[src/rtl/seq_bin_to_bcd.sv]
// seq_bin_to_bcd: sequential shift-add-3 binary to two-digit BCD converter with overflow flag
//   clock      in   system clock, rising edge
//   resetn     in   asynchronous active-low reset
//   bin_in     in   32-bit value, low IN_WIDTH bits converted, upper bits feed overflow
//   in_valid   in   conversion request, accepted with in_ready
//   in_ready   out  high only while idle
//   dig_h      out  BCD tens digit
//   dig_l      out  BCD units digit
//   ovf        out  value does not fit in two decimal digits
//   out_valid  out  one-cycle pulse when dig_h/dig_l/ovf update
//   busy       out  conversion in progress
module seq_bin_to_bcd #(
   parameter int IN_WIDTH = 8
) (
   input  logic        clock,
   input  logic        resetn,
   input  logic [31:0] bin_in,
   input  logic        in_valid,
   output logic        in_ready,
   output logic [3:0]  dig_h,
   output logic [3:0]  dig_l,
   output logic        ovf,
   output logic        out_valid,
   output logic        busy
);
   typedef enum logic [1:0] {IDLE, SHIFT, DONE} state_t;
   state_t state, state_nxt;
   logic [IN_WIDTH-1:0] bin_reg;
   logic [19:0] bcd, bcd_adj;
   logic [4:0] cnt;
   logic hi_nz, accept;
   assign in_ready = state == IDLE;
   assign busy = state != IDLE;
   assign accept = in_valid & in_ready;
   for (genvar i = 0; i < 5; i++) begin : g_adj
      assign bcd_adj[4*i +: 4] = bcd[4*i +: 4] >= 4'd5 ? bcd[4*i +: 4] + 4'd3 : bcd[4*i +: 4];
   end
   always_ff @(posedge clock or negedge resetn)
      if (!resetn) state <= IDLE;
      else state <= state_nxt;
   always_comb begin
      state_nxt = IDLE;
      if (state == IDLE) state_nxt = accept ? SHIFT : IDLE;
      else if (state == SHIFT) state_nxt = cnt == 5'(IN_WIDTH - 1) ? DONE : SHIFT;
   end
   always_ff @(posedge clock or negedge resetn)
      if (!resetn) begin
         bin_reg <= '0;
         bcd <= '0;
         cnt <= '0;
         hi_nz <= 1'b0;
         dig_h <= '0;
         dig_l <= '0;
         ovf <= 1'b0;
         out_valid <= 1'b0;
      end else begin
         out_valid <= state == DONE;
         if (accept) begin
            bin_reg <= bin_in[IN_WIDTH-1:0];
            hi_nz <= |bin_in[31:IN_WIDTH];
            bcd <= '0;
            cnt <= '0;
         end
         if (state == SHIFT) begin
            {bcd, bin_reg} <= {bcd_adj, bin_reg} << 1;
            cnt <= cnt + 5'd1;
         end
         if (state == DONE) begin
            dig_l <= bcd[3:0];
            dig_h <= bcd[7:4];
            ovf <= hi_nz | (|bcd[19:8]);
         end
      end
endmodule

[config.mk]
export PLATFORM = sky130hd
export DESIGN_NAME = seq_bin_to_bcd
export DESIGN_NICKNAME = d
export VERILOG_FILES = /design/src/rtl/seq_bin_to_bcd.sv
export SDC_FILE = /design/constraint.sdc
export NUM_CORES = 1
export LEC_CHECK = 0
export CORE_MARGIN = 5
export CORE_UTILIZATION = 50
export CTS_BUF_LIST = sky130_fd_sc_hd__clkbuf_8
export CTS_CLUSTER_SIZE = 16
export DETAILED_ROUTE_END_ITERATION = 16
export GPL_TIMING_DRIVEN = 0
export PLACE_DENSITY = 0.78
export SLEW_MARGIN = 20
export SYNTH_ARGS = -nofsm -noshare
export SYNTH_HDL_FRONTEND = slang
export SYNTH_SLANG_ARGS = --single-unit
[constraint.sdc]
create_clock -name clock -period 2.4 [get_ports clock]
set_clock_uncertainty 0.05 [all_clocks]
set_input_delay 0.36 -clock clock [delete_from_list [all_inputs] [get_ports clock]]
set_output_delay 0.36 -clock clock [all_outputs]
set_load 0.03 [all_outputs]
Word-level counts from Yosys, hierarchy flattened
Index checks and enable logic that the tools add are counted.

cells by class
  reductions and logical operators = 5
  bitwise gates (word level) = 2
  $lt $le $gt $ge = 5
  $add $sub $neg = 6
  eq/ne operators = 3
  mux-type cells = 15

operator list
  operator                                                           count
  2-to-1 mux 20 bit                                                  2
  OR reduction 24 bit                                                1
  greater-or-equal comparator 4 x 3 -> 1 bit, second input constant  5
  adder 4 x 2 -> 4 bit, second input constant                        4
  2-to-1 mux 4 bit                                                   4
  2-to-1 mux 8 bit                                                   2
  OR reduction 12 bit                                                1
  2-to-1 mux 5 bit                                                   2
  2-to-1 mux 2 bit                                                   3
  adder 5 x 1 -> 5 bit, second input constant                        1
  == test 5 x 3 -> 1 bit, second input constant                      1
  nonzero test 2 bit                                                 2
  adder 3 x 2 -> 3 bit, second input constant                        1
  2-to-1 mux 3 bit                                                   1
  == test 2 x 1 -> 1 bit, second input constant                      1
  == test 2 bit, second input constant                               1
  logical NOT 2 bit                                                  1
  AND 1 bit                                                          1
  2-to-1 mux 1 bit                                                   1
  OR 1 bit                                                           1

storage, ports and cells
  logic and storage cells = 45
  bits in registers = 46
  input bits = 35
  output and inout bits = 12

Longest topological paths before layout
Gate-level depths: netlist (run 1).

  depth in word-level cells = 4
  depth in mapped cells = 6
  depth with buffers taken out = 6

Worst setup path after synthesis (run 1)
OpenSTA, ideal clock, no wires.

  kind = reg2reg
  from = reg bcd[12]
  to = reg bcd[14]
  path slack = 0.860 ns
  buffers on the path = 0
  cell stages (with the launch flop) = 7
  required time = 2.274 ns
  clock period less this slack = 1.540 ns
  setup time = 0.076 ns
  arrival = 1.414 ns
  cell sequence = dfrtp_1 > inv_1 > ha_1 > nand2b_1 > a21oi_1 > mux2_1 > o21ai_1

on the way
  cells in the longest elaborated chain, start to end = 3
  elaborated cells on any way between the ends = 4
  classes of those cells = 1 x add/sub; 1 x order compare; 2 x mux

RTL lines
  element                                                                             line  text
  from (decl)                                                                         29    logic [19:0] bcd, bcd_adj;
  from (signal assigned)                                                              65    {bcd, bin_reg} <= {bcd_adj, bin_reg} << 1;
  adder 4 x 2 -> 4 bit or greater-or-equal comparator 4 x 3 -> 1 bit (tied branches)  36    assign bcd_adj[4*i +: 4] = bcd[4*i +: 4] >= 4'd5 ? bcd[4*i +: 4] + 4'd3 : bcd[4*i +: 4];
  2-to-1 mux 4 bit *                                                                  36
  2-to-1 mux 20 bit *                                                                 64    if (state == SHIFT) begin

Every way passes the cells marked *; elsewhere a longest branch is shown, timed or not.
A chain may end at the register's enable or synchronous reset.

Worst setup path in the final report (run 1)
  from = reg state[0]
  to = out in_ready

on the way
  cells in the longest elaborated chain, start to end = 1

RTL lines
  element                 line  text
  from (decl)             27    state_t state, state_nxt;
  from (signal assigned)  40    else state <= state_nxt;
  logical NOT 2 bit       32    assign in_ready = state == IDLE;
  to (decl)               19    output logic in_ready,

Every way passes these cells.

==> results of run 1 <==
metrics by stage:
| step | hold slack (ns) | setup TNS [ns] | worst slack, ns |
|---|---|---|---|
| finish | 0.432 | 0 | 0.421 |
| global route | 0.464 | 0 | 0.340 |
| CTS | 0.434 | 0 | 0.402 |
| detailed placement | 0.298 | 0 | 0.688 |
| global placement | 0.411 | -14.65 | -0.320 |
| floorplan | 0.0144 | 0 | 0.860 |
how the worst max path moves through the flow:
| stage | start | to | slack [ns] | depth (start not counted) |
|---|---|---|---|---|
| 5_1_grt | state[0] | in_ready | 0.34 | 2 |
| 3_3_place_gp | resetn | bcd[13] | -0.32 | 1 |
| 2_1_floorplan | bcd[12] | bcd[14] | 0.86 | 6 |
| 6_report | state[0] | in_ready | 0.42 | 2 |
| 3_5_place_dp | in_valid | bcd[7] | 0.69 | 5 |
| 4_1_cts | state[0] | in_ready | 0.40 | 2 |
cell families (layout without fill, tap and decap cells):
family | count (synthesis) | in the layout | synth area share [%]
buffers and inverters | 25 | 81 | 5.11
DFF | 46 | 46 | 49.5
AOI/OAI and AO/OA | 54 | 54 | 14.4
adders and majority gates | 14 | 14 | 7.54
muxes | 9 | 9 | 4.36
and+or+nand+nor | 73 | 73 | 15.7
xor gates and xnor gates | 9 | 9 | 3.39
cells in the mapped netlist (8+ instances only):
master,number,area share (%)
sky130_fd_sc_hd__inv_1,13,2.1
sky130_fd_sc_hd__o21ai_1,19,4.1
sky130_fd_sc_hd__dfrtp_1,46,50
sky130_fd_sc_hd__nand3_1,20,4.3
sky130_fd_sc_hd__nand2_1,15,2.4
sky130_fd_sc_hd__buf_2,8,1.7
sky130_fd_sc_hd__nor2_1,15,2.4
sky130_fd_sc_hd__o21ai_0,8,1.7
sky130_fd_sc_hd__ha_1,14,7.5
sky130_fd_sc_hd__o31ai_1,9,2.9
tightest hold or removal path: cells and delay by family, from the launching register on:
family | cells | cell delay (ns)
AND/OR/NAND/NOR | 1 | 0.04
AO/OA/AOI/OAI | 1 | 0.06
flip-flops | 1 | 0.35
layer usage:
| metal | wire, um | global-route usage, % | up-vias |
|---|---|---|---|
| met5 | 0 | 0 | - |
| met4 | 45 | 4.20 | 0 |
| met1 | 2250 | 22.0 | 879 |
| met2 | 2480 | 30.8 | 49 |
| met3 | 332 | 4.92 | 6 |
| li1 | - | - | 929 |
power groups by stage:
stage	Combinational [W]	Sequential, W	Clock [W]
final	0.00177	0.00136	0.000574
after global routing	0.00198	0.00141	0.000628
after detailed placement	0.00179	0.00138	0
after CTS	0.00179	0.00136	0.000594
after global placement	0.00170	0.00136	0
after floorplan	0.00118	0.00141	0
final cells by class:
cell class              instances  area [um^2]
repair buffers                 48          485
fillers                       365         1460
multi-input cells             159         1050
well taps                      52         65.1
plain buffers                  12         70.1
inverters                      13         48.8
flip-flops and latches         46         1150
clock inverters                 3         43.8
clock buffers                   5         68.8
==> results list, run 1 <==
* Run status: complete, no violations
- Critical path's largest stage delay: 0.69 ns
- Row Count: 24
- Mapped cell area: between 2000 and 2500 um^2
* Master cell of the clock root buffer: sky130_fd_sc_hd__clkbuf_8
- For this run, the total global-route usage over all layers was measured as 17.8%.
* Terminating pin of the worst hold path: dig_l[0]
- FF-to-FF Start: bcd[12]
- In this run the remaining antenna-violating nets after routing total 0.
- The share of total power dissipated in sequential elements is 36.8%.
* First-iteration detailed-routing DRC count: 80
- Highest net fanout along the worst path: 5
- Vias in the first global route: 1,943
* Largest net degree at the start of global routing: 27
- Clock-pin slew was measured on the worst setup and hold paths at ~0.080 ns.
- The analysis attributes to cell leakage a power of 1.30 nW.
* Mapped Avg Cell Area: 10.1 um^2
- The final critical path takes up 82.5% of the cycle.
* Final net count: 334
- The count of final hold-check violations was 0.
* Number of buffer and inverter stages on the critical path: 1
- For this design the total switching power over the nets is 0.00150 W.
- Cell internal power was estimated by the tool at 0.00221 W.
- For this run, the top clock speed supported by timing is 505 MHz.
- For this design, the slowest cell found on the critical path is sky130_fd_sc_hd__clkdlybuf4s50_1.
- The clock passes through at most 2 buffers.
- Final non-filler cell area: roughly 3000 um^2
- Post-cts repair resize count: 0
* Total gr overflow: 0
- For the worst setup path, the data arrival time is ~1.6 ns.
- The share of total power dissipated in combinational logic is 47.8%.
- Dividing the detail-routed wire length by the instance count gives 15.1 um.
- Worst Setup Start Kind: flip-flop
- The worst pin sits at a relative slew slack of between 60% and 70%.
- The number of antenna diodes in the final layout is 0.
- Start-to-end type of the worst setup path: flip-flop to output port
* Final setup violation count: 0
* Unique masters post-synth: 28
- Slew Viols, Final: 0
- The number of antenna violations at the first check in global routing came to 0.
* Setup slack on the worst flop-to-flop path: approximately 0.70 ns
- For this block, the routed nets add up to about 5 mm of wire.
* Maximum level of the CTS H-tree: 2
- Detailed Routing Iterations Pass 1: 4
- Signed area change from the synthesized netlist to the final layout: 28.5%
- Final Power: between 0.003 and 0.004 W
* Cells on worst reg2reg path: 6
- Maximum capacitance violations: 0
- In this run the critical register-to-register path is captured at bcd[14].
* Global-route wire length before repair: 8.73 mm
- Number of clock sinks seen by CTS: 46
* Post-synth EDFFs: 0
- Setup repair after global routing missed its margin: no
- In the synthesized netlist, the number of instances is between 200 and 250.
- Placed Instance Area: 2870 um^2
- Routability-driven placement finished with a final weighted congestion of 0.814.
- Worst Hold Depth: 2
* Final Core Density: 67.2%
* Fraction of power spent switching nets: 40.5%
- IR analysis of the VDD net gives a maximum drop of 0.670 mV.
- Hold bufs inserted after CTS: 1
* Worst-skew pair later-pin latency: about 0.3 ns
- Clk network pwr share: 15.5%
* Horizontal extent of the die: 78.2 um
- Path type of the worst min-delay path: flip-flop to flip-flop
* Placed wire-length estimate: 3.86 mm
- After floorplanning, the core was sized to cover 4440 um^2.
* Transition at the pin with the smallest max-transition slack: 0.493 ns
- Data required, critical path: 1.99 ns
- Traced cell by cell, the critical path runs through nor2_2 > clkdlybuf4s50_1.
- Share of layout cells above drive strength 1: 9.44%
- In the routed layout, each cell is associated on average with a via count of 5.51.
- Die footprint: 6110 um^2
- Most common cell after layout, fill and taps aside: sky130_fd_sc_hd__dfrtp_1
- Buffers placed on the I/O ports in this run total 46.
* Net count after synthesis: 279
- Once placement completed, the tool counted placed cells totaling 329.
* Ys Warns: 0
- Commonest cells after routing, fill and taps aside: 46 x sky130_fd_sc_hd__dfrtp_1, 45 x sky130_fd_sc_hd__clkdlybuf4s50_1, 20 x sky130_fd_sc_hd__nand3_1
* Part of the Yosys area used for sequential elements: 49.5%
* Number of post-CTS setup repair buffers: 0
- The finished layout holds 338 standard cells, fillers aside.
- 47 I/O pins were placed.
- In this run the most critical hold path is launched from dig_l[0].
- TritonCTS clock tree: built
- On the critical path the largest part of the delay comes from buffers and inverters.
- The register with the most flip-flops in the layout has 20 of them.
- For this block, the via count after detailed routing is 1,863.
* Most used flip-flop cell after synthesis: sky130_fd_sc_hd__dfrtp_1
* Min cycle time layout: around 2.0 ns
* Power per unit of standard cell area: approximately 1200 nW/um^2
* DRC violation count after routing: 0
- After synthesis, the share of flip-flops with an asynchronous set or reset is 100%.
- Count of state elements after synthesis: 46
- Inserted Clock Buffers: 5
* Effective utilization at floorplan: between 50% and 60%
- Kind of end point of the critical path: output port
* DIE HEIGHT: 78.2 um
Power figures use the tool's default switching activity.
==> inputs of run 2 (changes only) <==
--- a/config.mk
+++ b/config.mk
@@ -6,7 +6,7 @@
 export NUM_CORES = 1
 export LEC_CHECK = 0
 export CORE_MARGIN = 5
-export CORE_UTILIZATION = 50
+export CORE_UTILIZATION = 48
 export CTS_BUF_LIST = sky130_fd_sc_hd__clkbuf_8
 export CTS_CLUSTER_SIZE = 16
 export DETAILED_ROUTE_END_ITERATION = 16
==> constraint.sdc (replaced) <==
create_clock -name clock -period 1.7 [get_ports clock]
set_clock_uncertainty 0.05 [all_clocks]
set_input_delay 0.255 -clock clock [delete_from_list [all_inputs] [get_ports clock]]
set_output_delay 0.255 -clock clock [all_outputs]
set_load 0.03 [all_outputs]
==> run 2 against run 1 <==
Net effect:
- routed wire length rose by 1.3%
- core utilization fell by 2.5 points
- critical path depth fell by 1
- non-clock buffer count rose by 4
- hold slack got worse by 0.093 ns
- die area rose by 3.6%
- power rose by 46%
- largest power group unchanged
- highest routed layer unchanged
==> results list, run 2 (same netlist as run 1, synthesis figures left out) <==
* Run status: complete, no violations
- Transition at the pin with the smallest max-transition slack: 0.344 ns (-0.149 ns)
- The die outline area was 6340 um^2 (+3.6%).
- The I/O pin count is 47 (unchanged).
- The number of fill cells was 390 (+6.8%).
* Number of flip-flops in the largest register: 20 (unchanged)
* Critical path's slowest cell: sky130_fd_sc_hd__clkdlybuf4s50_1
- The areal power density over the cells was 1770 nW/um^2 (+43%).
- Worst Setup Start Kind: flip-flop
* Clk pin slew, worst setup/hold paths: 0.09 ns (about the same)
* Global Route Usage Sum: 17.2% (-0.58 points)
- The cell sitting at the root of the clock tree is a sky130_fd_sc_hd__clkbuf_8.
* Vias per std cell: 5.33 (-3.3%)
- Total number of vias: 1,902 (+2.1%)
* Final non-filler cell area: 3060 um^2 (+2.4%)
- First-iteration detailed-routing DRC count: 98 (+23%)
- The placed standard-cell area is 2880 um^2 (+0.66%).
- The wire length reported by the detailed router was 5.17 mm (+1.3%).
- The row count came to 25 (+4.2%).
* Horizontal extent of the die: 79.6 um (+1.8%)
- DIE HEIGHT: 79.6 um (+1.8%)
* TritonCTS clock tree: built
- Remaining antenna violation count after routing: 0 (unchanged)
- The final setup violation count came to 0 (unchanged).
- Total gr overflow: 0 (unchanged)
- Cell Chain, Critical Path: clkdlybuf4s50_1
* Share of layout cells above drive strength 1: 14.5% (+5.0 points)
* Kind of end point of the critical path: output port
* Worst-case setup slack after placement: 0.0100 ns (-0.678 ns)
- Maximum capacitance violations: 0 (unchanged)
- Largest vdd supply drop: 1.02 mV (+52%)
- Port Buffers: 46 (unchanged)
* Initial antenna violation count: 0 (unchanged)
- Timing would allow up to 609 MHz.
- Start-to-end type of the worst setup path: flip-flop to output port
* Commonest cells after routing, fill and taps aside: 46 x sky130_fd_sc_hd__dfrtp_1, 43 x sky130_fd_sc_hd__clkdlybuf4s50_1, 20 x sky130_fd_sc_hd__nand3_1
- Path type of the worst min-delay path: primary input to async pin
* Slew Viols, Final: 0 (unchanged)
- Data required, critical path: 1.39 ns (-0.60 ns)
- Final antenna diode count: 0 (unchanged)
- Final Hold Fails: 0 (unchanged)
* Largest net degree at the start of global routing: 33 (+22%)
- Arrival time worst endpoint: 1.34 ns (-0.23 ns)
* Number of clock sinks seen by CTS: 46 (unchanged)
* Number of buffer and inverter stages on the critical path: 1 (unchanged)
* Non-filler instance count after layout: 357 (+5.6%)
- The total placed cells including tap cells came to 344 (+4.6%).
- Most common cell after layout, fill and taps aside: sky130_fd_sc_hd__dfrtp_1
* Effective utilization at floorplan: 49.2% (-3.1 points)
* Minimum setup slack in the final design: 0.0572 ns (-0.364 ns)
* Leakage power total: 1.32 nW (+1.2%)
* Maximum buffer depth of the clock tree: 2 (unchanged)
- Inserted Clock Buffers: 5 (unchanged)
* Share of the clock period used by the worst path after layout: 96.6%
- The first-pass GRT wire length is 8.47 mm (-2.9%).
- The cell family contributing the most delay on the critical path is buffers and inverters.
* Area of the core region: 4720 um^2 (+6.3%)
- The largest driver fanout on the critical path is 2 (-3).
* Maximum level of the CTS H-tree: 2 (unchanged)
- Worst-skew pair later-pin latency: 0.30 ns (about the same)
* Min cycle time layout: between 1.5 and 2 ns
* Vias in the first global route: 1,863 (-4.1%)
- Placed wire-length estimate: 3.65 mm (-5.5%)
- The total power was 0.00542 W (+46%).
- The delay of the slowest cell on the worst path came to 0.67 ns (-0.02 ns).
- The detailed-route wire length per cell came to 14.5 um (-4.1%).
- The number of optimization iterations in the first detailed-route pass was 4 (unchanged).
* DRC violation count after routing: 0 (unchanged)
* GP Congestion: 0.807 (-0.86%)
* Final net count: 338 (+1.2%)
- The remaining max-slew budget at the tightest pin came to 77.1% (+9.9 points).
- The area growth from synthesis to layout is 31.6%.
-- run 2: final timing paths --
check	from	endpoint	slack (ns)	cells past startpoint
max in group asynchronous	resetn	hi_nz	0.78	3
min reg2reg	bin_reg[7]	bcd[0]	0.44	2
max reg2reg	bcd[0]	bcd[2]	0.09	6
min	resetn	dig_l[0]	0.34	2
min in group clock	bin_reg[7]	bcd[0]	0.44	2
max	dig_l[1]	dig_l[1]	0.06	1
-- run 2: layer usage --
metal,vias to the layer above,global-route usage (%),routed length [um]
li1,936,-,-
met1,899,22.0,2340
met2,58,28.2,2470
met3,9,4.18,301
met4,0,6.01,65
met5,-,0,0
-- run 2: metrics by stage --
| step | setup TNS, ns | hold WS [ns] | util [%] |
|---|---|---|---|
| 2_1_floorplan | 0 | -0.0906 | - |
| 3_3_place_gp | -41.61 | 0.410 | 60.7 |
| 3_5_place_dp | 0 | 0.132 | 61.1 |
| 4_1_cts | 0 | 0.337 | 63.9 |
| 5_1_grt | -0.0293 | 0.362 | 64.8 |
| 6_report | 0 | 0.339 | 64.8 |
-- run 2: repair_timing --
action | 4_1_cts | 5_1_grt
gates resized for setup | 5 | 8
pin swaps | 0 | 4
hold buffers | 1 | 0
hold endpoints to repair | 14 | 0
endpoints found under the setup margin | 5 | 5
buffers inserted | 0 | 4
-- run 2: area by class of cell --
class                   count  area, um^2  area share, %
plain buffers              12        70.1           2.29
repair buffers             52         513           16.8
inverters                  13        48.8           1.60
clock buffers               5        68.8           2.25
clock inverters             3        45.0           1.47
well taps                  67        83.8           2.74
multi-input cells         159        1080           35.3
flip-flops and latches     46        1150           37.6
-- run 2: where the power goes --
group          internal [W]  total, W  switching (W)  leakage [nW]
combinational       0.00122   0.00264        0.00142         0.690
sequential          0.00155   0.00195       0.000398         0.575
clock              0.000438  0.000829       0.000391        0.0504
==> inputs of run 3 (changes only) <==
--- a/config.mk
+++ b/config.mk
@@ -11,8 +11,9 @@
 export CTS_CLUSTER_SIZE = 16
 export DETAILED_ROUTE_END_ITERATION = 16
 export GPL_TIMING_DRIVEN = 0
-export PLACE_DENSITY = 0.78
+export PLACE_DENSITY = 0.79
 export SLEW_MARGIN = 20
 export SYNTH_ARGS = -nofsm -noshare
 export SYNTH_HDL_FRONTEND = slang
 export SYNTH_SLANG_ARGS = --single-unit
+export TNS_END_PERCENT = 1
==> run 3 against run 2 <==
Net effect:
- cell area about the same
- routed wire length up 1.5%
- largest cell class unchanged
- critical path depth up 5
- highest routed layer unchanged
- register-to-register slack worse by 0.05 ns
- critical endpoint is now bcd[2]
==> results list, run 3 (same netlist as run 1, synthesis figures left out) <==
- Number of flip-flops in the largest register: 20 (unchanged)
* Placed wire-length estimate: 3.75 mm (+2.8%)
- Cells on worst reg2reg path: 6 (unchanged)
- The final estimated routing congestion in global placement was 0.778 (-3.6%).
- Largest vdd supply drop: 0.769 mV (-24%)
- The data required time at the worst endpoint was 1.88 ns (+0.49 ns).
- The overall routing resource usage came to 17.6% (+0.39 points).
* Number of clock sinks seen by CTS: 46 (unchanged)
- FF-to-FF Start: bcd[0]
* Worst Setup Start Kind: flip-flop
* Number of ports placed on the die boundary: 47 (unchanged)
- The height of the die came to 79.6 um (unchanged).
* Total length of routed wires: 5.25 mm (+1.5%)
- First-iteration detailed-routing DRC count: 85 (-13%)
* Final Core Density: 64.7% (about the same)
- The maximum clock frequency is 604 MHz (-0.78%).
- Maximum capacitance violations: 0 (unchanged)
* Worst r2r dst: bcd[2]
- Commonest cells after routing, fill and taps aside: 46 x sky130_fd_sc_hd__dfrtp_1, 43 x sky130_fd_sc_hd__clkdlybuf4s50_1, 20 x sky130_fd_sc_hd__nand3_1
- The later-pin clock latency in the skew report was 0.30 ns (about the same).
- Share of layout cells above drive strength 1: 13.3% (-1.2 points)
- Global-route wire length before repair: 8.70 mm (+2.7%)
- Total gr overflow: 0 (unchanged)
- The number of optimization iterations in the first detailed-route pass is 4 (unchanged).
- The arrival time at the worst endpoint was 1.83 ns (+0.49 ns).
* Share of the clock period used by the worst path after layout: 97.4% (+0.76 points)
* DRC violation count after routing: 0 (unchanged)
- The floorplan core area came to 4720 um^2 (unchanged).
- Transition at the pin with the smallest max-transition slack: 0.421 ns (+0.0774 ns)
* Maximum buffer depth of the clock tree: 2 (unchanged)
- The antenna diode count came to 0 (unchanged).
- Final Hold Fails: 0 (unchanged)
- The number of standard cells in the final layout excluding fillers came to 353 (-1.1%).
* Remaining antenna violation count after routing: 0 (unchanged)
- Maximum level of the CTS H-tree: 2 (unchanged)
* Setup repair after global routing missed its margin: yes
- Largest net degree at the start of global routing: 30 (-9.1%)
- The areal power density over the cells was 1780 nW/um^2 (+0.50%).
- The final layout net count is 335 (-0.89%).
* Path type of the worst min-delay path: primary input to async pin
* Drt wl/cell: 14.9 um (+2.6%)
- Initial antenna violation count: 0 (unchanged)
- The chip width was 79.6 um (unchanged).
- The slack of the worst reg-to-reg path came to 0.04 ns (-0.05 ns).
* Inserted Clock Buffers: 5 (unchanged)
* Clk pin slew, worst setup/hold paths: 0.08 ns (about the same)
* TritonCTS clock tree: built
- Run status: complete, no violations
* Highest net fanout along the worst path: 4 (+2)
- Port Buffers: 46 (unchanged)
- The critical path is of the flip-flop to flip-flop type.
- Tightest slew margin relative to the limit: 71.9% (-5.2 points)
- Slew Viols, Final: 0 (unchanged)
* Kind of end point of the critical path: flip-flop
- Min cycle time layout: 1.66 ns (+0.0129 ns)
- Vias in the first global route: 1,862 (-0.054%)
* Filler instances: 375 (-3.8%)
- Final setup violation count: 0 (unchanged)
* Total number of vias: 1,887 (-0.79%)
- The standby leakage power is 1.31 nW (-0.28%).
- The total placed cells including tap cells came to 344 (unchanged).
- The total power came to 0.00544 W (+0.46%).
- The die outline area was 6340 um^2 (unchanged).
- Most common cell after layout, fill and taps aside: sky130_fd_sc_hd__dfrtp_1
- Row Count: 25 (unchanged)
- The area growth from synthesis to layout is 31.5% (about the same).
- The initial standard-cell utilization of the core was 49.2% (unchanged).
- The vias per cell came to 5.35 (+0.34%).
- Master cell of the clock root buffer: sky130_fd_sc_hd__clkbuf_8
-- run 3: cell count changes in the layout (fill, tap and decap cells not counted), sizes merged --
cell      before  now
clkbuf         5    6
buf           18   15
clkinvlp       2    0
-- run 3: critical path, stage by stage (launching register included) --
cell                       delay [ns]
sky130_fd_sc_hd__dfrtp_1         0.43
sky130_fd_sc_hd__inv_1           0.12
sky130_fd_sc_hd__ha_2            0.21
sky130_fd_sc_hd__nand2b_1        0.08
sky130_fd_sc_hd__a21oi_2         0.20
sky130_fd_sc_hd__mux2_1          0.37
sky130_fd_sc_hd__o21ai_1         0.13
-- run 3: what timing repair did --
item	CTS	global route
setup buffers	0	1
pin swaps	0	4
gates resized for setup	6	10
hold buffers	1	0
hold endpoints to repair	17	0
endpoints found under the setup margin	6	5
-- run 3: worst max path at each step --
stage	start	endpoint	slack (ns)
floorplan	bcd[12]	bcd[14]	0.16
global placement	resetn	bcd[10]	-0.92
detailed placement	bcd[12]	bcd[14]	-0.02
CTS	bcd[4]	bcd[6]	0.02
global route	bcd[12]	bcd[14]	-0.02
finish	bcd[0]	bcd[2]	0.04
-- run 3: through the flow --
step	hold slack, ns	setup slack (ns)	instance area (um^2)	TNS, ns
floorplan	-0.0906	0.160	2320	0
global placement	0.399	-0.917	2870	-42.07
detailed placement	0.161	-0.0186	2880	-0.0328
CTS	0.384	0.0230	3020	0
global route	0.420	-0.0215	3060	-0.0268
finish	0.374	0.0443	3060	0
-- run 3: metal layers --
layer / share of wire, % / track usage, %
met4: 0.61 / 3.09
met2: 48 / 29.9
met3: 6.8 / 4.74
met1: 44 / 22.6
met5: 0 / 0
-- run 3: power breakdown --
group	total [W]	internal (W)	switching, W
Clock	0.000830	0.000470	0.000359
Combinational	0.00266	0.00119	0.00146
Sequential	0.00195	0.00155	0.000403
-- run 3: layout make-up --
type	count	area [um^2]	share of cell area (%)
Timing Repair Buffer	49	490	16.0
Inverter	13	48.8	1.60
Sequential cell	46	1150	37.6
Buffer	12	70.1	2.29
Clock inverter	1	30.0	0.982
Tap cell	67	83.8	2.74
Clock buffer	6	82.6	2.70
Multi-Input combinational cell	159	1100	36.0
